**config.mk**
```make
export PLATFORM = sky130hd
export DESIGN_NAME = fifo_reader
export DESIGN_NICKNAME = d
export VERILOG_FILES = /design/src/rtl/fifo_reader.sv
export SDC_FILE = /design/constraint.sdc
export NUM_CORES = 1
export LEC_CHECK = 0
export CAP_MARGIN = 25
export CORE_ASPECT_RATIO = 1.25
export CORE_MARGIN = 5
export CORE_UTILIZATION = 40
export DETAILED_ROUTE_END_ITERATION = 7
export GPL_TIMING_DRIVEN = 1
export MAX_ROUTING_LAYER = met4
export PLACE_DENSITY = 0.67
export SLEW_MARGIN = 20
export SYNTH_ARGS = -nofsm -noshare
export SYNTH_HDL_FRONTEND = slang
export SYNTH_SLANG_ARGS = --single-unit
```
**constraint.sdc**
```tcl
create_clock -name clk -period 5 [get_ports clk]
set_clock_uncertainty 0.15 [all_clocks]
set_input_delay 1 -clock clk [delete_from_list [all_inputs] [get_ports clk]]
set_output_delay 1 -clock clk [all_outputs]
set_load 0.01 [all_outputs]
```
**src/rtl/fifo_reader.sv**
```systemverilog
// fifo_reader: read-side controller for the synchronous FIFO, delivering words over valid/ready through a 2-entry buffer.
// Optional delivered-word counter enabled by FIFO_READER_STATS_EN.
module fifo_reader #(
  parameter int DATA_WIDTH = 10
`ifdef FIFO_READER_STATS_EN
  , parameter int COUNT_WIDTH = 16
`endif
) (
  input  logic                  clk,
  input  logic                  reset,
  input  logic                  enable,
  input  logic                  fifo_empty,
  input  logic                  fifo_error,
  input  logic [DATA_WIDTH-1:0] fifo_data,
  output logic                  fifo_rd_enable,
  output logic [DATA_WIDTH-1:0] data_out,
  output logic                  valid_out,
  input  logic                  ready_in,
  output logic [1:0]            state,
  output logic                  error
`ifdef FIFO_READER_STATS_EN
  , output logic [COUNT_WIDTH-1:0] word_count
`endif
);
  typedef enum logic [1:0] {IDLE = 2'd0, RUN = 2'd1, HALT = 2'd2} state_t;
  state_t                state_q, state_d;
  logic                  inflight_q;
  logic [1:0]            occ_q, occ_d, base;
  logic [DATA_WIDTH-1:0] buf_q [2];
  logic [DATA_WIDTH-1:0] buf_d [2];
  logic                  error_q;
  logic                  pop;
  logic [2:0]            load;
  assign valid_out = occ_q != 2'd0;
  assign pop = valid_out & ready_in;
  // Words already committed to the buffer after this cycle's pop, counting the in-flight one.
  assign load = {1'b0, occ_q} + {2'b0, inflight_q} - {2'b0, pop};
  assign fifo_rd_enable = reset & (state_q == RUN) & ~fifo_empty & (load < 3'd2);
  assign data_out = buf_q[0];
  assign state = state_q;
  assign error = error_q;
  always_comb begin
    state_d = (state_q != HALT && fifo_error) ? HALT :
              (state_q == IDLE && enable)    ? RUN  :
              (state_q == RUN && !enable)    ? IDLE : state_q;
    base = occ_q - {1'b0, pop};
    buf_d[0] = pop ? buf_q[1] : buf_q[0];
    buf_d[1] = buf_q[1];
    if (inflight_q && base == 2'd0) buf_d[0] = fifo_data;
    if (inflight_q && base != 2'd0) buf_d[1] = fifo_data;
    occ_d = base + {1'b0, inflight_q};
  end
  always_ff @(posedge clk) begin
    if (!reset) begin
      state_q    <= IDLE;
      inflight_q <= 1'b0;
      occ_q      <= 2'd0;
      buf_q[0]   <= '0;
      buf_q[1]   <= '0;
      error_q    <= 1'b0;
    end else begin
      state_q    <= state_d;
      inflight_q <= fifo_rd_enable;
      occ_q      <= occ_d;
      buf_q[0]   <= buf_d[0];
      buf_q[1]   <= buf_d[1];
      error_q    <= error_q | fifo_error;
    end
  end
`ifdef FIFO_READER_STATS_EN
  logic [COUNT_WIDTH-1:0] count_q;
  assign word_count = count_q;
  always_ff @(posedge clk) begin
    if (!reset) count_q <= '0;
    else if (pop) count_q <= count_q + 1'b1;
  end
`endif
endmodule

```
==> metrics.yaml, run 1 <==
power_leakage_uw: 0.000517
half_perimeter_wire_length_of_the_detailed_placement_result_um: 1820
drt-pass1-iter-count: 4
switching_power_uw: 197
number_of_placed_cells_counting_well_taps: 190
via_count: 983
globalRouteOverflowTotal: 0
cts-htree-levels: 1
topRoutingLayerUsed: "met4"
start_util_pct: 41.4
ratio_of_final_minimum_period_to_clock_period_pct: 94.2
numPortBuffers: 30
tritoncts: "yes"
timing.slew.headroom_pct: 56.5
cp.arrival_ns: 3.56
power_density_mw_per_mm2: 383
grtUsageTotal_pct: 12.9
synth_cells: 141
ys_warn_count: 0
timing.critical_path.cells: "clkdlybuf4s50_1 > o21ai_2 > inv_2 > ha_1 > inv_1 > ha_1 > inv_1 > fa_1 > nand4b_1 > nor3_1 > clkdlybuf4s50_1"
dieArea_mm2: 0.00423
drc_markers: 0
clockPowerShare_pct: 25.6
max-cap-violations: 0
routed_length_on_met3_um: 144
antenna_cells: 0
rsz_0062_raised_after_global_routing: "no"
wl_met2_um: 1260
io_pins: 31
syn_area_mm2: 0.00121
dieHeight_um: 71.5
worst-r2r-cell-count: 8
cts_setup_buffers: 0
post_cts_resize_count: 0
average_detailed_routed_wire_length_per_instance_um: 12.6
final.fill_count: 306
setup_total_negative_slack_ns: 0
coreArea_mm2: 0.00292
avgViaCountPerCell: 5.07
clk_path_buf_depth: 2
slew_violations: 0
outcome: "complete, no violations"
final_nets: 179
path_clk_slew_ns: 0.14
remaining_antenna_violation_count: 0
initial_antenna_violation_count: 0
cpMaxStageDelayCell: "sky130_fd_sc_hd__clkdlybuf4s50_1"
power.sequential.fraction_pct: 40.5
startpoint_type: "input pin"
required_ns: 3.85
stdcell_count: 194
area_delta_synth_final_pct: 23.0
mappedNetlistNets: 161
grt_first_pass_wirelength_um: 4150
layout_cell_share_with_drive_strength_beyond_1_pct: 5.70
worst_slew_pin_slew_ns: 0.651
grt_max_degree: 27
switching_share_pct: 34.6
fp-row-count: 22
worst-path-max-fanout: 11
final_period_minus_worst_setup_slack_ns: 4.71
synth.yosys.seq_area_share_pct: 43.1
worst_setup_end_kind: "output port"
route.layer.met1.wl_um: 981
setup_violations: 0
worst-setup-path-type: "input pin to output port"
finalHoldViolations: 0
cts.root.buffer_cell: "sky130_fd_sc_hd__clkbuf_4"
most_common_cell_after_layout_fill_and_taps_aside: "sky130_fd_sc_hd__clkdlybuf4s50_1"
clock_buffers_created_by_tritoncts: 3
drt_wl_total_um: 2440
synth.distinct_cells: 27
cts.hold.buffers_added: 0
cts.sinks: 26
globalplace.congestion: 0.757
comb_power_share_pct: 33.9
synth.avg_cell_area_um2: 8.57
fp.dieW_um: 59.2
clk_latency_ns: 0.32
reg2reg_setup_slack_ns: 2.46
ir_drop_v: 0.000256
whs_path_depth: 1
internal_power_uw: 372
postSynthRegisterBits: 26
drt_iter0_markers: 19
layout_common_cells: "30 x sky130_fd_sc_hd__clkdlybuf4s50_1, 26 x sky130_fd_sc_hd__dfxtp_1, 21 x sky130_fd_sc_hd__nand2_1, 11 x sky130_fd_sc_hd__o21ai_1"
critical_path.max_stage_delay_ns: 0.56
timing.fmax_mhz: 212
first_global_vias: 973
finalCoreUtilization_pct: 50.9
hold_class: "register to register"
[cell families after synthesis]
group,Yosys count,synth area share (%)
AOI/OAI and AO/OA,43,21.6
and+or+nand+nor,40,15.6
buffers and inverters,26,13.4
DFF,26,43.1
adders and majority gates,4,4.76
xor gates and xnor gates,1,0.725
muxes,1,0.828
[final cells by class]
class	count	area, um2	share of cell area [%]
Multi-Input combinational cell	89	527	35.4
Sequential cell	26	520	35.0
Timing Repair Buffer	32	315	21.2
Tap cell	36	45.0	3.03
Clock inverter	1	30.0	2.02
Inverter	7	26.3	1.77
Clock buffer	3	22.5	1.52
[stage by stage]
step / setup slack (ns) / instance area (um2) / power, uW / hold WS [ns]
4_1_cts: 0.265 / 1490 / 576 / 0.324
2_1_floorplan: 1.22 / 1210 / 394 / 0.289
5_1_grt: 0.117 / 1490 / 607 / 0.351
6_report: 0.292 / 1490 / 570 / 0.319
3_5_place_dp: 0.284 / 1430 / 432 / 0.293
3_3_place_gp: 0.306 / 1430 / 426 / 0.291
[registers in the layout, indices dropped and copies added (netlist names)]
register,cells
state,2
occ_q,2
error,1
buf_q,20
inflight_q,1
[cell usage after synthesis (all sizes together)]
cell type  instances  area share (%)
nand2b             1            0.52
nand3b             1            0.62
inv                7             2.2
nor2b              1            0.52
nor3b              1            0.62
ha                 3             3.1
mux2i              1            0.83
nor3               2            0.83
a21boi            10             6.2
and2               1            0.52
dfxtp             26              43
nand2             21             6.5
buf               17              10
nand4b             1            0.72
xor2               1            0.72
nand3             10             4.1
o21ai             21             9.0
o21a               2             1.2
clkbuf             2            0.83
and2b              1            0.62
a31oi             10             5.2
fa                 1             1.7
[worst paths after layout]
check           start             end
min             error           error
max          ready_in  fifo_rd_enable
max reg2reg  occ_q[1]     buf_q[0][4]
min reg2reg     error           error
[power groups by stage]
stage	sequential [uW]	combinational [uW]	clock, uW
floorplan	233	161	0
global placement	235	192	0
detailed placement	235	197	0
CTS	231	199	146
global route	233	218	156
finish	231	193	146
[critical path, delay by kind of cell]
kind	cells	cell delay, ns
buffers and inverters	5	1.31
AOI/OAI and AO/OA	1	0.06
adders and majority gates	3	0.92
and+or+nand+nor	2	0.27
[per-layer routing]
layer,track usage (%),up-vias
met4,5.29,0
met3,2.88,7
met1,14.1,441
met2,22.1,29
li1,-,506
met5,-,-
(Power assumes the default switching activity.)
==> run 2, diff against run 1 <==
- CORE_ASPECT_RATIO: 1.25 -> unset
==> metrics.yaml, run 2 (same netlist as run 1, synthesis figures left out) <==
outcome: "complete, no violations"
worst-path-max-fanout: 4  # -7
whs_path_depth: 2  # +1
stdcell_count: 192  # -1.0%
drt_iter0_markers: 48  # +29
clk_latency_ns: 0.33  # about the same
power_density_mw_per_mm2: 387  # +0.89%
setup_violations: 0  # unchanged
cts_setup_buffers: 0  # unchanged
hold_class: "register to register"
via_count: 999  # +1.6%
worst_setup_end_kind: "output port"
cp.arrival_ns: 3.46  # -0.10 ns
initial_antenna_violation_count: 0  # unchanged
cts.root.buffer_cell: "sky130_fd_sc_hd__clkbuf_4"
cp.buffers_inverters: 5  # unchanged
worst-setup-path-type: "input pin to output port"
final_nets: 180  # +0.56%
globalRouteOverflowTotal: 0  # unchanged
avgViaCountPerCell: 5.20  # +2.7%
critical_path.max_stage_delay_ns: 0.57  # about the same
ratio_of_final_minimum_period_to_clock_period_pct: 92.2  # -2.0 points
io_pins: 31  # unchanged
finalHoldViolations: 0  # unchanged
cts.sinks: 26  # unchanged
power_leakage_uw: 0.000523  # +1.0%
layout_common_cells: "30 x sky130_fd_sc_hd__clkdlybuf4s50_1, 26 x sky130_fd_sc_hd__dfxtp_1, 21 x sky130_fd_sc_hd__nand2_1, 11 x sky130_fd_sc_hd__o21ai_1"
average_detailed_routed_wire_length_per_instance_um: 13.1  # +4.0%
timing.fmax_mhz: 217  # +2.1%
tritoncts: "yes"
destination_of_the_worst_register_to_register_timing_path: "buf_q[0][7]"
layout_cell_share_with_drive_strength_beyond_1_pct: 6.29  # +0.59 points
cpMaxStageDelayCell: "sky130_fd_sc_hd__clkdlybuf4s50_1"
cts-htree-levels: 1  # unchanged
timing.hold.worst_endpoint: "buf_q[0][8]"
cp_top_family: "buffers and inverters"
grt_max_degree: 27  # unchanged
timing.slew.headroom_pct: 55.3  # -1.2 points
detailedPlace.worstSlack_ns: 0.384  # +0.100 ns
setup_total_negative_slack_ns: 0  # unchanged
numPortBuffers: 30  # unchanged
timing.hold.worst.start: "buf_q[0][8]"
final_period_minus_worst_setup_slack_ns: 4.61  # -0.0987 ns
dieHeight_um: 65.0  # -9.1%
path_clk_slew_ns: 0.15  # about the same
rsz_0062_raised_after_global_routing: "no"
largest_register_ff_count: 20  # unchanged
area_delta_synth_final_pct: 23.3
cts.hold.buffers_added: 0  # unchanged
fp.dieW_um: 65.0  # +9.8%
clock_buffers_created_by_tritoncts: 3  # unchanged
timing.critical_path.cells: "clkdlybuf4s50_1 > o21ai_2 > inv_2 > ha_1 > inv_1 > ha_1 > inv_1 > fa_1 > nand4b_1 > nor3_1 > clkdlybuf4s50_1"
grtUsageTotal_pct: 13.6  # +0.74 points
worst-r2r-cell-count: 8  # unchanged
reg2reg_launch_point: "occ_q[1]"
drt_wl_total_um: 2510  # +3.0%
fp-row-count: 20  # -9.1%
remaining_antenna_violation_count: 0  # unchanged
registers.top_by_ff_count: "buf_q"
globalplace.congestion: 0.719  # -5.0%
layout_setup_ws_ns: 0.390  # +0.0987 ns
post_cts_resize_count: 0  # unchanged
clk_path_buf_depth: 2  # unchanged
fin_area_mm2: 0.00149  # +0.25%
startpoint_type: "input pin"
placed_cell_area_mm2: 0.00144  # +0.26%
drt-pass1-iter-count: 6  # +2
coreArea_mm2: 0.00298  # +2.1%
dieArea_mm2: 0.00422  # -0.16%
most_common_cell_after_layout_fill_and_taps_aside: "sky130_fd_sc_hd__clkdlybuf4s50_1"
start_util_pct: 40.6  # -0.84 points
max-cap-violations: 0  # unchanged
worst_slew_pin_slew_ns: 0.669  # +0.0177 ns
first_global_vias: 1046  # +7.5%
number_of_placed_cells_counting_well_taps: 188  # -1.1%
ir_drop_v: 0.000236  # -8.0%
slew_violations: 0  # unchanged
reg2reg_setup_slack_ns: 2.53  # +0.07 ns
half_perimeter_wire_length_of_the_detailed_placement_result_um: 1820  # +0.21%
antenna_cells: 0  # unchanged
grt_first_pass_wirelength_um: 4410  # +6.2%
drc_markers: 0  # unchanged
required_ns: 3.85  # about the same
-- run 2: changes by cell type in the layout (fill, tap and decap cells not counted) --
| cell | previous run | this run |
|---|---|---|
| sky130_fd_sc_hd__buf_4 | 2 | 3 |
-- run 2: area by class of cell --
cell class | instances | area (um2)
Clock buffer | 3 | 22.5
Sequential cell | 26 | 520
Timing Repair Buffer | 33 | 323
Tap cell | 33 | 41.3
Clock inverter | 1 | 30.0
Fill cell | 306 | 1490
Multi-Input combinational cell | 89 | 527
Inverter | 7 | 26.3
-- run 2: worst max-delay path by stage --
stage / start / end / slack (ns) / depth (start not counted)
final: ready_in / fifo_rd_enable / 0.39 / 11
after global routing: ready_in / fifo_rd_enable / 0.24 / 11
after CTS: ready_in / fifo_rd_enable / 0.37 / 11
after detailed placement: ready_in / fifo_rd_enable / 0.38 / 11
after global placement: ready_in / fifo_rd_enable / 0.44 / 11
after floorplan: ready_in / fifo_rd_enable / 1.22 / 10
-- run 2: stage by stage --
step                util (%)  hold slack [ns]  power [uW]
detailed placement      48.3            0.301         438
global placement        48.3            0.291         431
global route            50.0            0.355         616
CTS                     50.0            0.324         583
finish                  50.0            0.319         576
floorplan                  -            0.289         394
-- run 2: power breakdown --
group          internal [uW]  switching (uW)  leakage, uW
registers                219            11.5     0.000210
logic                   74.8             127     0.000284
clock network           81.1            62.6    0.0000279
-- run 2: worst min-delay path, delay by kind of cell, from the launching register on --
kind	cells	cell delay [ns]
compound gates	1	0.06
flops	1	0.34
simple gates	1	0.05
-- run 2: layer usage --
metal	vias up	routed length [um]	part of all wire (%)	global-route usage, %
met5	-	0	0	-
met4	0	12	0.48	2.90
li1	506	-	-	-
met1	462	1050	42	15.0
met3	2	202	8.0	5.03
met2	29	1250	50	23.5
